File: config.mk
export PLATFORM = sky130hd
export DESIGN_NAME = wb_scoreboard_flat
export DESIGN_NICKNAME = d
export VERILOG_FILES = /design/src/rtl/wb_pkg.sv /design/src/rtl/wb_scoreboard_if.sv /design/src/rtl/wb_result_fifo.sv /design/src/rtl/wb_scoreboard.sv /design/src/flat_wrapper.sv
export SDC_FILE = /design/constraint.sdc
export NUM_CORES = 1
export LEC_CHECK = 0
export ABC_CLOCK_PERIOD_IN_PS = 2600
export BUFFER_PORTS_ARGS = -buffer_cell sky130_fd_sc_hd__buf_2
export CAP_MARGIN = 30
export CORE_ASPECT_RATIO = 1.1
export CORE_MARGIN = 2
export CORE_UTILIZATION = 50
export DETAILED_ROUTE_END_ITERATION = 10
export GPL_TIMING_DRIVEN = 1
export PLACE_DENSITY = 0.77
export SYNTH_ARGS = -nofsm -noshare
export SYNTH_HDL_FRONTEND = slang
export SYNTH_SLANG_ARGS = --single-unit
export TNS_END_PERCENT = 100
File: constraint.sdc
create_clock -name clk -period 2.6 [get_ports clk]
set_input_delay 0.39 -clock clk [delete_from_list [all_inputs] [get_ports clk]]
set_output_delay 0.39 -clock clk [all_outputs]
set_load 0.03 [all_outputs]
File: src/rtl/wb_pkg.sv
// Shared definitions for the write-back stage: register address width and
// the {rd, data} record carried by the long-path result buffer.
package wb_pkg;

  localparam int unsigned REG_ADDR_W = 5;
  localparam logic [REG_ADDR_W-1:0] REG_ZERO = 5'd0;

  // Canonical 32-bit record; the top re-declares the same layout at XLEN.
  typedef struct packed {
    logic [REG_ADDR_W-1:0] rd;
    logic [31:0]           data;
  } wb_entry_t;

endpackage

File: src/rtl/wb_scoreboard_if.sv
// Decode, execute/memory and register-file write signals of the write-back stage.
interface wb_scoreboard_if
  import wb_pkg::*;
#(
  parameter int unsigned XLEN = 32
) ();

  logic                  issue_valid;
  logic                  issue_long;
  logic [REG_ADDR_W-1:0] issue_rd;
  logic [REG_ADDR_W-1:0] src1;
  logic [REG_ADDR_W-1:0] src2;
  logic                  stall;

  logic                  alu_valid;
  logic [REG_ADDR_W-1:0] alu_rd;
  logic [XLEN-1:0]       alu_data;

  logic                  mem_valid;
  logic                  mem_ready;
  logic [REG_ADDR_W-1:0] mem_rd;
  logic [XLEN-1:0]       mem_data;

  logic                  write;
  logic [REG_ADDR_W-1:0] WR;
  logic [XLEN-1:0]       WD;

  modport master (
    output issue_valid, issue_long, issue_rd, src1, src2,
    output alu_valid, alu_rd, alu_data,
    output mem_valid, mem_rd, mem_data,
    input  stall, mem_ready, write, WR, WD
  );

  modport slave (
    input  issue_valid, issue_long, issue_rd, src1, src2,
    input  alu_valid, alu_rd, alu_data,
    input  mem_valid, mem_rd, mem_data,
    output stall, mem_ready, write, WR, WD
  );

endinterface

File: src/rtl/wb_result_fifo.sv
// Power-of-two deep FIFO buffering long-path results until the write port is free.
module wb_result_fifo #(
  parameter int unsigned WIDTH = 37,
  parameter int unsigned DEPTH = 2
) (
  input  logic                       clk,
  input  logic                       reset,
  input  logic                       push,
  input  logic [WIDTH-1:0]           din,
  input  logic                       pop,
  output logic [WIDTH-1:0]           dout,
  output logic                       empty,
  output logic [$clog2(DEPTH):0]     count
);

  localparam int unsigned AW = $clog2(DEPTH);
  localparam int unsigned CW = AW + 1;

  logic [WIDTH-1:0] mem [DEPTH];
  logic [AW-1:0]    wr_ptr;
  logic [AW-1:0]    rd_ptr;
  logic             pop_ok;
  logic             push_ok;

  assign empty   = (count == '0);
  assign pop_ok  = pop & !empty;
  // A full buffer may still take a push when the head leaves in the same cycle.
  assign push_ok = push & ((count != CW'(DEPTH)) | pop_ok);
  assign dout    = mem[rd_ptr];

  always_ff @(posedge clk) begin
    if (push_ok) mem[wr_ptr] <= din;
  end

  always_ff @(posedge clk or posedge reset) begin
    if (reset) begin
      wr_ptr <= '0;
      rd_ptr <= '0;
      count  <= '0;
    end else begin
      if (push_ok) wr_ptr <= wr_ptr + 1'b1;
      if (pop_ok)  rd_ptr <= rd_ptr + 1'b1;
      case ({push_ok, pop_ok})
        2'b10:   count <= count + 1'b1;
        2'b01:   count <= count - 1'b1;
        default: count <= count;
      endcase
    end
  end

endmodule

File: src/rtl/wb_scoreboard.sv
// Write-back arbiter (ALU first, then buffered long results) driving the
// register file write port, plus the busy scoreboard that stalls decode.
module wb_scoreboard
  import wb_pkg::*;
#(
  parameter int unsigned XLEN     = 32,
  parameter int unsigned LQ_DEPTH = 2
) (
  input logic            clk,
  input logic            reset,
  wb_scoreboard_if.slave bus
);

  localparam int unsigned CW = $clog2(LQ_DEPTH) + 1;

  typedef struct packed {
    logic [REG_ADDR_W-1:0] rd;
    logic [XLEN-1:0]       data;
  } entry_t;

  localparam int unsigned EW = $bits(entry_t);

  entry_t                push_entry;
  entry_t                head;
  logic [EW-1:0]         head_bits;
  logic                  empty;
  logic [CW-1:0]         count;
  logic                  push;
  logic                  pop;
  logic                  mem_ready;
  logic                  stall;
  logic                  issue_set;
  logic [31:0]           busy;
  logic [31:0]           busy_next;
  logic                  write_q;
  logic [REG_ADDR_W-1:0] wr_q;
  logic [XLEN-1:0]       wd_q;

  assign mem_ready  = (count < CW'(LQ_DEPTH));
  assign push       = bus.mem_valid & mem_ready;
  assign pop        = !bus.alu_valid & !empty;
  assign push_entry = '{rd: bus.mem_rd, data: bus.mem_data};
  assign head       = entry_t'(head_bits);

  wb_result_fifo #(
    .WIDTH (EW),
    .DEPTH (LQ_DEPTH)
  ) u_fifo (
    .clk   (clk),
    .reset (reset),
    .push  (push),
    .din   (push_entry),
    .pop   (pop),
    .dout  (head_bits),
    .empty (empty),
    .count (count)
  );

  assign stall     = bus.issue_valid &
                     (busy[bus.src1] | busy[bus.src2] | busy[bus.issue_rd]);
  assign issue_set = bus.issue_valid & !stall & bus.issue_long &
                     (bus.issue_rd != REG_ZERO);

  // Clear is applied before set so a same-register set wins.
  always_comb begin
    busy_next = busy;
    if (pop && head.rd != REG_ZERO) busy_next[head.rd] = 1'b0;
    if (issue_set)                  busy_next[bus.issue_rd] = 1'b1;
    busy_next[0] = 1'b0;
  end

  always_ff @(posedge clk or posedge reset) begin
    if (reset) busy <= '0;
    else       busy <= busy_next;
  end

  // Destination-0 writes are suppressed but leave WR/WD holding the last write.
  always_ff @(posedge clk or posedge reset) begin
    if (reset) begin
      write_q <= 1'b0;
      wr_q    <= '0;
      wd_q    <= '0;
    end else if (bus.alu_valid) begin
      write_q <= (bus.alu_rd != REG_ZERO);
      if (bus.alu_rd != REG_ZERO) begin
        wr_q <= bus.alu_rd;
        wd_q <= bus.alu_data;
      end
    end else if (pop) begin
      write_q <= (head.rd != REG_ZERO);
      if (head.rd != REG_ZERO) begin
        wr_q <= head.rd;
        wd_q <= head.data;
      end
    end else begin
      write_q <= 1'b0;
    end
  end

  assign bus.stall     = stall;
  assign bus.mem_ready = mem_ready;
  assign bus.write     = write_q;
  assign bus.WR        = wr_q;
  assign bus.WD        = wd_q;

endmodule

File: src/flat_wrapper.sv
// flat-port wrapper written by rule: the top's interface ports become plain ports
module wb_scoreboard_flat import wb_pkg::*;
#(
  parameter int unsigned XLEN     = 32,
  parameter int unsigned LQ_DEPTH = 2
)
  (clk, reset, bus_issue_valid, bus_issue_long, bus_issue_rd, bus_src1, bus_src2, bus_alu_valid, bus_alu_rd, bus_alu_data, bus_mem_valid, bus_mem_rd, bus_mem_data, bus_stall, bus_mem_ready, bus_write, bus_WR, bus_WD);
  wb_scoreboard_if #(.XLEN(XLEN)) bus_i ();
  input logic clk;
  input logic reset;
  input wire logic [$bits(bus_i.issue_valid)-1:0] bus_issue_valid;
  input wire logic [$bits(bus_i.issue_long)-1:0] bus_issue_long;
  input wire logic [$bits(bus_i.issue_rd)-1:0] bus_issue_rd;
  input wire logic [$bits(bus_i.src1)-1:0] bus_src1;
  input wire logic [$bits(bus_i.src2)-1:0] bus_src2;
  input wire logic [$bits(bus_i.alu_valid)-1:0] bus_alu_valid;
  input wire logic [$bits(bus_i.alu_rd)-1:0] bus_alu_rd;
  input wire logic [$bits(bus_i.alu_data)-1:0] bus_alu_data;
  input wire logic [$bits(bus_i.mem_valid)-1:0] bus_mem_valid;
  input wire logic [$bits(bus_i.mem_rd)-1:0] bus_mem_rd;
  input wire logic [$bits(bus_i.mem_data)-1:0] bus_mem_data;
  output wire logic [$bits(bus_i.stall)-1:0] bus_stall;
  output wire logic [$bits(bus_i.mem_ready)-1:0] bus_mem_ready;
  output wire logic [$bits(bus_i.write)-1:0] bus_write;
  output wire logic [$bits(bus_i.WR)-1:0] bus_WR;
  output wire logic [$bits(bus_i.WD)-1:0] bus_WD;
  assign bus_i.issue_valid = bus_issue_valid;
  assign bus_i.issue_long = bus_issue_long;
  assign bus_i.issue_rd = bus_issue_rd;
  assign bus_i.src1 = bus_src1;
  assign bus_i.src2 = bus_src2;
  assign bus_i.alu_valid = bus_alu_valid;
  assign bus_i.alu_rd = bus_alu_rd;
  assign bus_i.alu_data = bus_alu_data;
  assign bus_i.mem_valid = bus_mem_valid;
  assign bus_i.mem_rd = bus_mem_rd;
  assign bus_i.mem_data = bus_mem_data;
  assign bus_stall = bus_i.stall;
  assign bus_mem_ready = bus_i.mem_ready;
  assign bus_write = bus_i.write;
  assign bus_WR = bus_i.WR;
  assign bus_WD = bus_i.WD;
  wb_scoreboard #(.XLEN(XLEN), .LQ_DEPTH(LQ_DEPTH)) u_core (.clk(clk), .reset(reset), .bus(bus_i));
endmodule
**Word-level counts from Yosys, hierarchy flattened**

Memory sizes are Yosys's and may differ from the RTL's.
Index checks and enable logic that the tools add are counted.

- Shift operators: 0
- Add/subtract/negate cells: 4
- Bitwise logic cells: 14
- Reductions and logical operators: 14
- $lt $le $gt $ge: 7
- Multipliers: 0
- Multiplexer cells: 25
- Eq/ne operators: 4
- Div/mod/pow operators: 0

Operators with widths:

| cell | count |
|---|---|
| 32-bit 2-to-1 mux | 6 |
| 32-bit AND | 1 |
| 32-bit inverter | 1 |
| 32-bit bitwise OR | 1 |
| 5-bit by 6-bit < comparator with 1-bit output (second input constant) | 4 |
| 5-bit 2-to-1 mux | 4 |
| 1-bit binary-select mux with 5-bit select | 3 |
| 5-bit nonzero test | 3 |
| 1-bit demux with 5-bit select | 2 |
| 5-bit by 1-bit greater-or-equal comparator with 1-bit output (second input constant) | 2 |
| 1-bit 2-to-1 mux | 9 |
| 1-bit AND | 8 |
| 2-bit nonzero test | 3 |
| 2-bit case mux with 2 select lines | 1 |
| 1-bit logical AND | 3 |
| 1-bit logical NOT | 3 |
| 1-bit bitwise OR | 3 |
| 3-bit AND reduction | 1 |
| 1-bit adder (second input constant) | 2 |
| 2-bit by 1-bit adder with 2-bit output (second input constant) | 1 |
| 2-bit by 1-bit == test with 1-bit output (second input constant) | 1 |
| 2-bit == test (second input constant) | 1 |
| 2-bit logical NOT | 1 |
| 2-bit < comparator (second input constant) | 1 |
| 3 further kinds | 3 |

- Input port bits: 95
- Memory bits (writable): 74
- Memories: 1
- Flip-flop bits (word level): 73
- Bits in latches: 0
- Word-level logic and storage cells: 76
- Bits in read-only memories: 0

Memory list:

| memory | depth | width | read ports | clocked after Yosys merged registers in | write ports | RTL line | source |
|---|---|---|---|---|---|---|---|
| u_core.u_fifo.mem | 2 | 37 | 1 | 0 | 1 | wb_result_fifo.sv:19 | `logic [WIDTH-1:0] mem [DEPTH];` |

**Depth between registers and ports, before layout**

- Depth in word-level cells: 10
- Mapped depth: 9
- Gate-level depth less buffers: 6

**Hierarchy**

Synthesis repeated with hierarchy kept, for this count alone.

- Cell total of the unflattened synthesis: 541
- Area total of the unflattened synthesis: 7066.8 um^2

Modules (own cells, without submodules):

| module | seq. area each (um^2) | instances | area an instance (um^2) | cells each |
|---|---|---|---|---|
| wb_scoreboard | 1726.7 | 1 | 4101.4 | 407 |
| wb_result_fifo | 2322.2 | 1 | 2965.3 | 134 |

**Least setup slack after synthesis**

OpenSTA, ideal clock, no wires.

- Kind: flip-flop to flip-flop
- From: register u_core.u_fifo.count[1]
- To: memory u_core.u_fifo.mem[0][0] (enable)
- Required time: 2.169 ns
- Setup slack: -0.224 ns
- Data arrival time: 2.393 ns
- Library setup time: 0.431 ns
- Stages on the path, launching flop included: 4
- Path through: dfrtp_1 inv_1 nand2_1 nor2_1

RTL lines:

| what | RTL line | source |
|---|---|---|
| start, declared | wb_result_fifo.sv:13 | `output logic [$clog2(DEPTH):0] count` |
| start signal, assigned | wb_result_fifo.sv:44 | `2'b10: count <= count + 1'b1;` |
| start signal, assigned | wb_result_fifo.sv:45 | `2'b01: count <= count - 1'b1;` |
| start signal, assigned | wb_result_fifo.sv:46 | `default: count <= count;` |
| 2-bit < comparator | wb_scoreboard.sv:39 | `assign mem_ready = (count < CW'(LQ_DEPTH));` |
| via bus_mem_ready | flat_wrapper.sv:23 | `output wire logic [$bits(bus_i.mem_ready)-1:0] bus_mem_ready;` |
| 1-bit AND | wb_scoreboard.sv:40 | `assign push = bus.mem_valid & mem_ready;` |
| 1-bit AND | wb_result_fifo.sv:28 | `assign push_ok = push & ((count != CW'(DEPTH)) \| pop_ok);` |
| 1-bit 2-to-1 mux | wb_result_fifo.sv:32 | `if (push_ok) mem[wr_ptr] <= din;` |
| 1-bit 2-to-1 mux (not written as such) | wb_result_fifo.sv:32 |  |
| end, declared | wb_result_fifo.sv:19 |  |

The timed path passes the listed nets, and every way through them passes these cells.

**Worst setup path in the final report**

- From: register u_core.busy[17]
- To: output port bus_stall

- Longest elaborated chain between the ends: 5

RTL lines:

| what | RTL line | source |
|---|---|---|
| start, declared | wb_scoreboard.sv:33 | `logic [31:0] busy;` |
| start signal, assigned | wb_scoreboard.sv:74 | `else busy <= busy_next;` |
| 1-bit binary-select mux with 5-bit select | wb_scoreboard.sv:60 | `(busy[bus.src1] \| busy[bus.src2] \| busy[bus.issue_rd]);` |
| 1-bit 2-to-1 mux (not written as such) | wb_scoreboard.sv:60 |  |
| 1-bit bitwise OR | wb_scoreboard.sv:60 |  |
| 1-bit bitwise OR (*) | wb_scoreboard.sv:60 |  |
| 1-bit AND (*) | wb_scoreboard.sv:59 | `assign stall = bus.issue_valid &` |
| end, declared | flat_wrapper.sv:22 | `output wire logic [$bits(bus_i.stall)-1:0] bus_stall;` |

Mark *: on every way between the ends. The rest lies on a longest branch, timed or not. The select of a mux whose other input is x is not followed.

==> flow_summary.json <==
{
  "worst_slew_pin_slew_ns": 0.8892,
  "setup_repair_after_global_routing_missed_its_margin": "true",
  "max_clock_freq_mhz": 372.2,
  "post_route_skew_ns": 0.008065,
  "synth_area_in_simple_gates": 0.09121,
  "timing.hold.worst.class": "in -> async",
  "aggregate_global_route_resource_usage": 0.2411,
  "synth_flop_cell": "sky130_fd_sc_hd__edfxtp_1",
  "ctsLongestPathBuffers": 2,
  "fp.dieW_microns": 115.8,
  "path_class": "reg -> out",
  "ant_nets": 0,
  "post-route-period-util": 1.033,
  "drt-vias-per-instance": 5.825,
  "mappedNetlistArea_sq_um": 6873,
  "post-synth-top-area-fraction": 0.3233,
  "yosys.area_share.adder": 0,
  "cells_after_synth": 571,
  "fp-row-count": 44,
  "worst_slack_ns": -0.08654,
  "cp.arrival_ns": 2.30,
  "cts-buffers-inserted": 17,
  "post_cts_hold_buffer_count": 0,
  "gp_routability_congestion": 0.8970,
  "power-per-cell-area_nw_per_um2": 996.4,
  "timing.final.max_slew_violations": 0,
  "insertion_delay_ns": 0.41,
  "syn_avg_cell_area_sq_um": 12.04,
  "tritoncts": "built",
  "die_h_microns": 127.0,
  "share_of_layout_cells_above_drive_strength_1": 0.3228,
  "crit_path_start_kind": "register",
  "floorplan.io_pins": 135,
  "cap_violations": 0,
  "wl_per_cell_microns": 18.57,
  "antenna-diode-count": 0,
  "synth-warning-count": 0,
  "most_area_hungry_cell_type_in_the_yosys_netlist": "sky130_fd_sc_hd__edfxtp_1",
  "violations_in_the_final_reports": "negative setup slack",
  "maxSlewHeadroom": 0.4063,
  "route.vias.total": 5295,
  "hpwlAfterDp_microns": 11980,
  "start_util": 0.5159,
  "synth_top_cells_by_area": "sky130_fd_sc_hd__edfxtp_1, sky130_fd_sc_hd__dfrtp_1, sky130_fd_sc_hd__mux2i_1, sky130_fd_sc_hd__o21ai_0, sky130_fd_sc_hd__mux4_2",
  "final_cell_mix": "sky130_fd_sc_hd__buf_2, sky130_fd_sc_hd__o21ai_0, sky130_fd_sc_hd__edfxtp_1",
  "drt_first_iter_violations": 475,
  "synth-seq-area-share": 0.5891,
  "layout_min_cycle_time_ns": 2.687,
  "clockRootBuffer": "sky130_fd_sc_hd__clkbuf_16",
  "xor_xnor_cell_area_share_of_the_yosys_netlist": 0.002549,
  "status": "finished with violations",
  "antenna_found_initial": 1,
  "finalNetCount": 807,
  "remaining_drc_errors": 0,
  "critPathRequiredTime_ns": 2.21,
  "timing.critical_path.cells": "mux4_2, mux2i_1, nor3b_1, nor4_2, nand4_2, o21a_1, buf_6",
  "dp_slack_ns": -0.01613,
  "globalRoute.totalOverflow": 0,
  "tns_ns": -0.08654,
  "finalSetupViolCount": 1,
  "drtPass1Iterations": 5,
  "complex_gate_fraction_of_the_synthesized_area": 0.1524,
  "synth_async_sr_flop_share": 0.4966,
  "worst_path_max_delay_cell": "sky130_fd_sc_hd__mux4_2",
  "die_footprint_sq_um": 14700,
  "cts.sinks": 147,
  "area_growth_syn_to_layout_pct": 23.83,
  "mappedNetlistNets": 666,
  "first_global_vias": 5430,
  "p_leak_uw": 0.003573,
  "cp_slowest_stage_delay_ns": 0.47,
  "cp_num_buf_inv": 1,
  "postSynthRegisterBits": 147,
  "core-area_sq_um": 13320,
  "hold_violations": 0,
  "cts-htree-levels": 4,
  "synth-edff-count": 74,
  "final_common_cell": "sky130_fd_sc_hd__buf_2",
  "wirelength_microns": 16880,
  "worst_setup_path_end_kind": "output port",
  "critical_path.top_delay_family": "multiplexers",
  "share_of_cell_area_taken_by_muxes_after_synthesis": 0.1293,
  "worstPathMaxFanout": 4,
  "port_buffers": 134,
  "pin_count_of_the_biggest_net_entering_global_routing": 76,
  "synth_top_family_by_area": "compound AO/OA/AOI/OAI gates",
  "path_clk_slew_ns": 0.06,
  "irDropWorstVdd_v": 0.0007265,
  "ys_types": 47,
  "grt_pass1_wl_microns": 27480
}
==> timing repair <==
action	CTS	global route
setup buffers	6	2
resized for setup	3	11
setup endpoints to repair	1	11
pin swaps	5	2
==> state kept, by name (all words and copies together), names as in the netlist <==
signal / flops
u_core.u_fifo.mem: 74
u_core.bus.write: 1
u_core.bus.WR: 5
u_core.busy: 31
u_core.u_fifo.rd_ptr: 1
u_core.bus.WD: 32
u_core.u_fifo.wr_ptr: 1
u_core.u_fifo.count: 2
==> where the power goes <==
| part | switching, uW | internal (uW) |
|---|---|---|
| Clock | 965 | 1420 |
| Sequential | 357 | 3080 |
| Combinational | 1670 | 984 |
==> cell families (layout without fill, tap and decap cells) <==
| kind of cell | Yosys count | in the layout |
|---|---|---|
| AOI/OAI and AO/OA | 166 | 166 |
| xor gates and xnor gates | 2 | 2 |
| buffers and inverters | 48 | 202 |
| DFF | 147 | 147 |
| muxes | 70 | 70 |
| and+or+nand+nor | 138 | 138 |
==> layer usage <==
layer  global-route usage  share of wire  vias up
met5                    0        0.00077        -
met4              0.09244          0.022        2
met3              0.06498          0.082       39
met2               0.3980           0.50      244
met1               0.3037           0.40     2569
li1                     -              -     2441
==> worst reg2reg max path, cell delays in order, from the launching register on <==
cell	delay (ns)
sky130_fd_sc_hd__dfrtp_1	0.44
sky130_fd_sc_hd__mux4_2	0.47
sky130_fd_sc_hd__mux2i_1	0.15
sky130_fd_sc_hd__nor3b_1	0.07
sky130_fd_sc_hd__nor4_2	0.27
sky130_fd_sc_hd__nand4_2	0.14
sky130_fd_sc_hd__buf_4	0.16
sky130_fd_sc_hd__buf_4	0.25
sky130_fd_sc_hd__o41ai_1	0.48
==> cells in the mapped netlist, types with 2 or more instances <==
master and n:
sky130_fd_sc_hd__buf_2 5, sky130_fd_sc_hd__mux4_2 12, sky130_fd_sc_hd__dfrtp_1 73, sky130_fd_sc_hd__buf_4 3, sky130_fd_sc_hd__a21oi_1 36, sky130_fd_sc_hd__xnor2_1 2
sky130_fd_sc_hd__o21a_1 2, sky130_fd_sc_hd__mux4_1 2, sky130_fd_sc_hd__buf_1 4, sky130_fd_sc_hd__nor2b_1 6, sky130_fd_sc_hd__o22ai_1 5, sky130_fd_sc_hd__nand3_1 6
sky130_fd_sc_hd__nor2_1 41, sky130_fd_sc_hd__nand2_1 60, sky130_fd_sc_hd__a2111oi_0 2, sky130_fd_sc_hd__mux2_2 4, sky130_fd_sc_hd__nand4_1 2, sky130_fd_sc_hd__edfxtp_1 74
sky130_fd_sc_hd__inv_1 8, sky130_fd_sc_hd__o21ai_0 79, sky130_fd_sc_hd__nand3b_1 5, sky130_fd_sc_hd__o41ai_2 5, sky130_fd_sc_hd__clkbuf_1 21, sky130_fd_sc_hd__nor3b_1 2
sky130_fd_sc_hd__nand2b_1 4, sky130_fd_sc_hd__buf_6 6, sky130_fd_sc_hd__nor3_1 4, sky130_fd_sc_hd__a2111oi_1 2, sky130_fd_sc_hd__o41ai_1 26, sky130_fd_sc_hd__mux2i_1 52
sky130_fd_sc_hd__a211oi_1 2
==> path summary, 6_finish.rpt <==
| check | start | end | slack, ns | depth (start not counted) |
|---|---|---|---|---|
| worst max-delay path | u_core.busy[17]$_DFF_PP0_ | bus_stall | -0.09 | 7 |
| worst min-delay path | reset | u_core.bus.WD[13]$_DFFE_PP0P_ | 0.17 | 2 |
| worst max register to register | u_core.busy[17]$_DFF_PP0_ | u_core.busy[25]$_DFF_PP0_ | 0.02 | 8 |
| worst min register to register | u_core.bus.WD[20]$_DFFE_PP0P_ | u_core.bus.WD[20]$_DFFE_PP0P_ | 0.47 | 2 |
| max in group asynchronous | reset | u_core.busy[18]$_DFF_PP0_ | 1.75 | 3 |
| min in group clk | bus_mem_data[19] | u_core.u_fifo.mem[0][19]$_DFFE_PP_ | 0.17 | 1 |
==> cell type report <==
| class | instances | area [sq um] |
|---|---|---|
| tap | 184 | 230.2 |
| inverter | 8 | 30.03 |
| sequential | 147 | 4051 |
| multi-input combinational | 376 | 2678 |
| clock inverter | 14 | 155.1 |
| timing repair buffer | 162 | 937.1 |
| fill | 1033 | 4812 |
| clock buffer | 18 | 429.2 |
==> metrics by stage <==
stage                 util  instance area, sq um  hold WS, ns  total power, uW  std cells
finish              0.6388                  8511       0.1651             8480        909
global route        0.6388                  8511       0.1526             8882        909
CTS                 0.6320                  8419       0.1504             8457        907
detailed placement  0.5833                  7771       0.4653             6027        869
global placement    0.5833                  7771       0.4574             5915        869
floorplan                -                  6875       0.4783             5208        571
No activity file was read; power rests on OpenSTA's default activity.
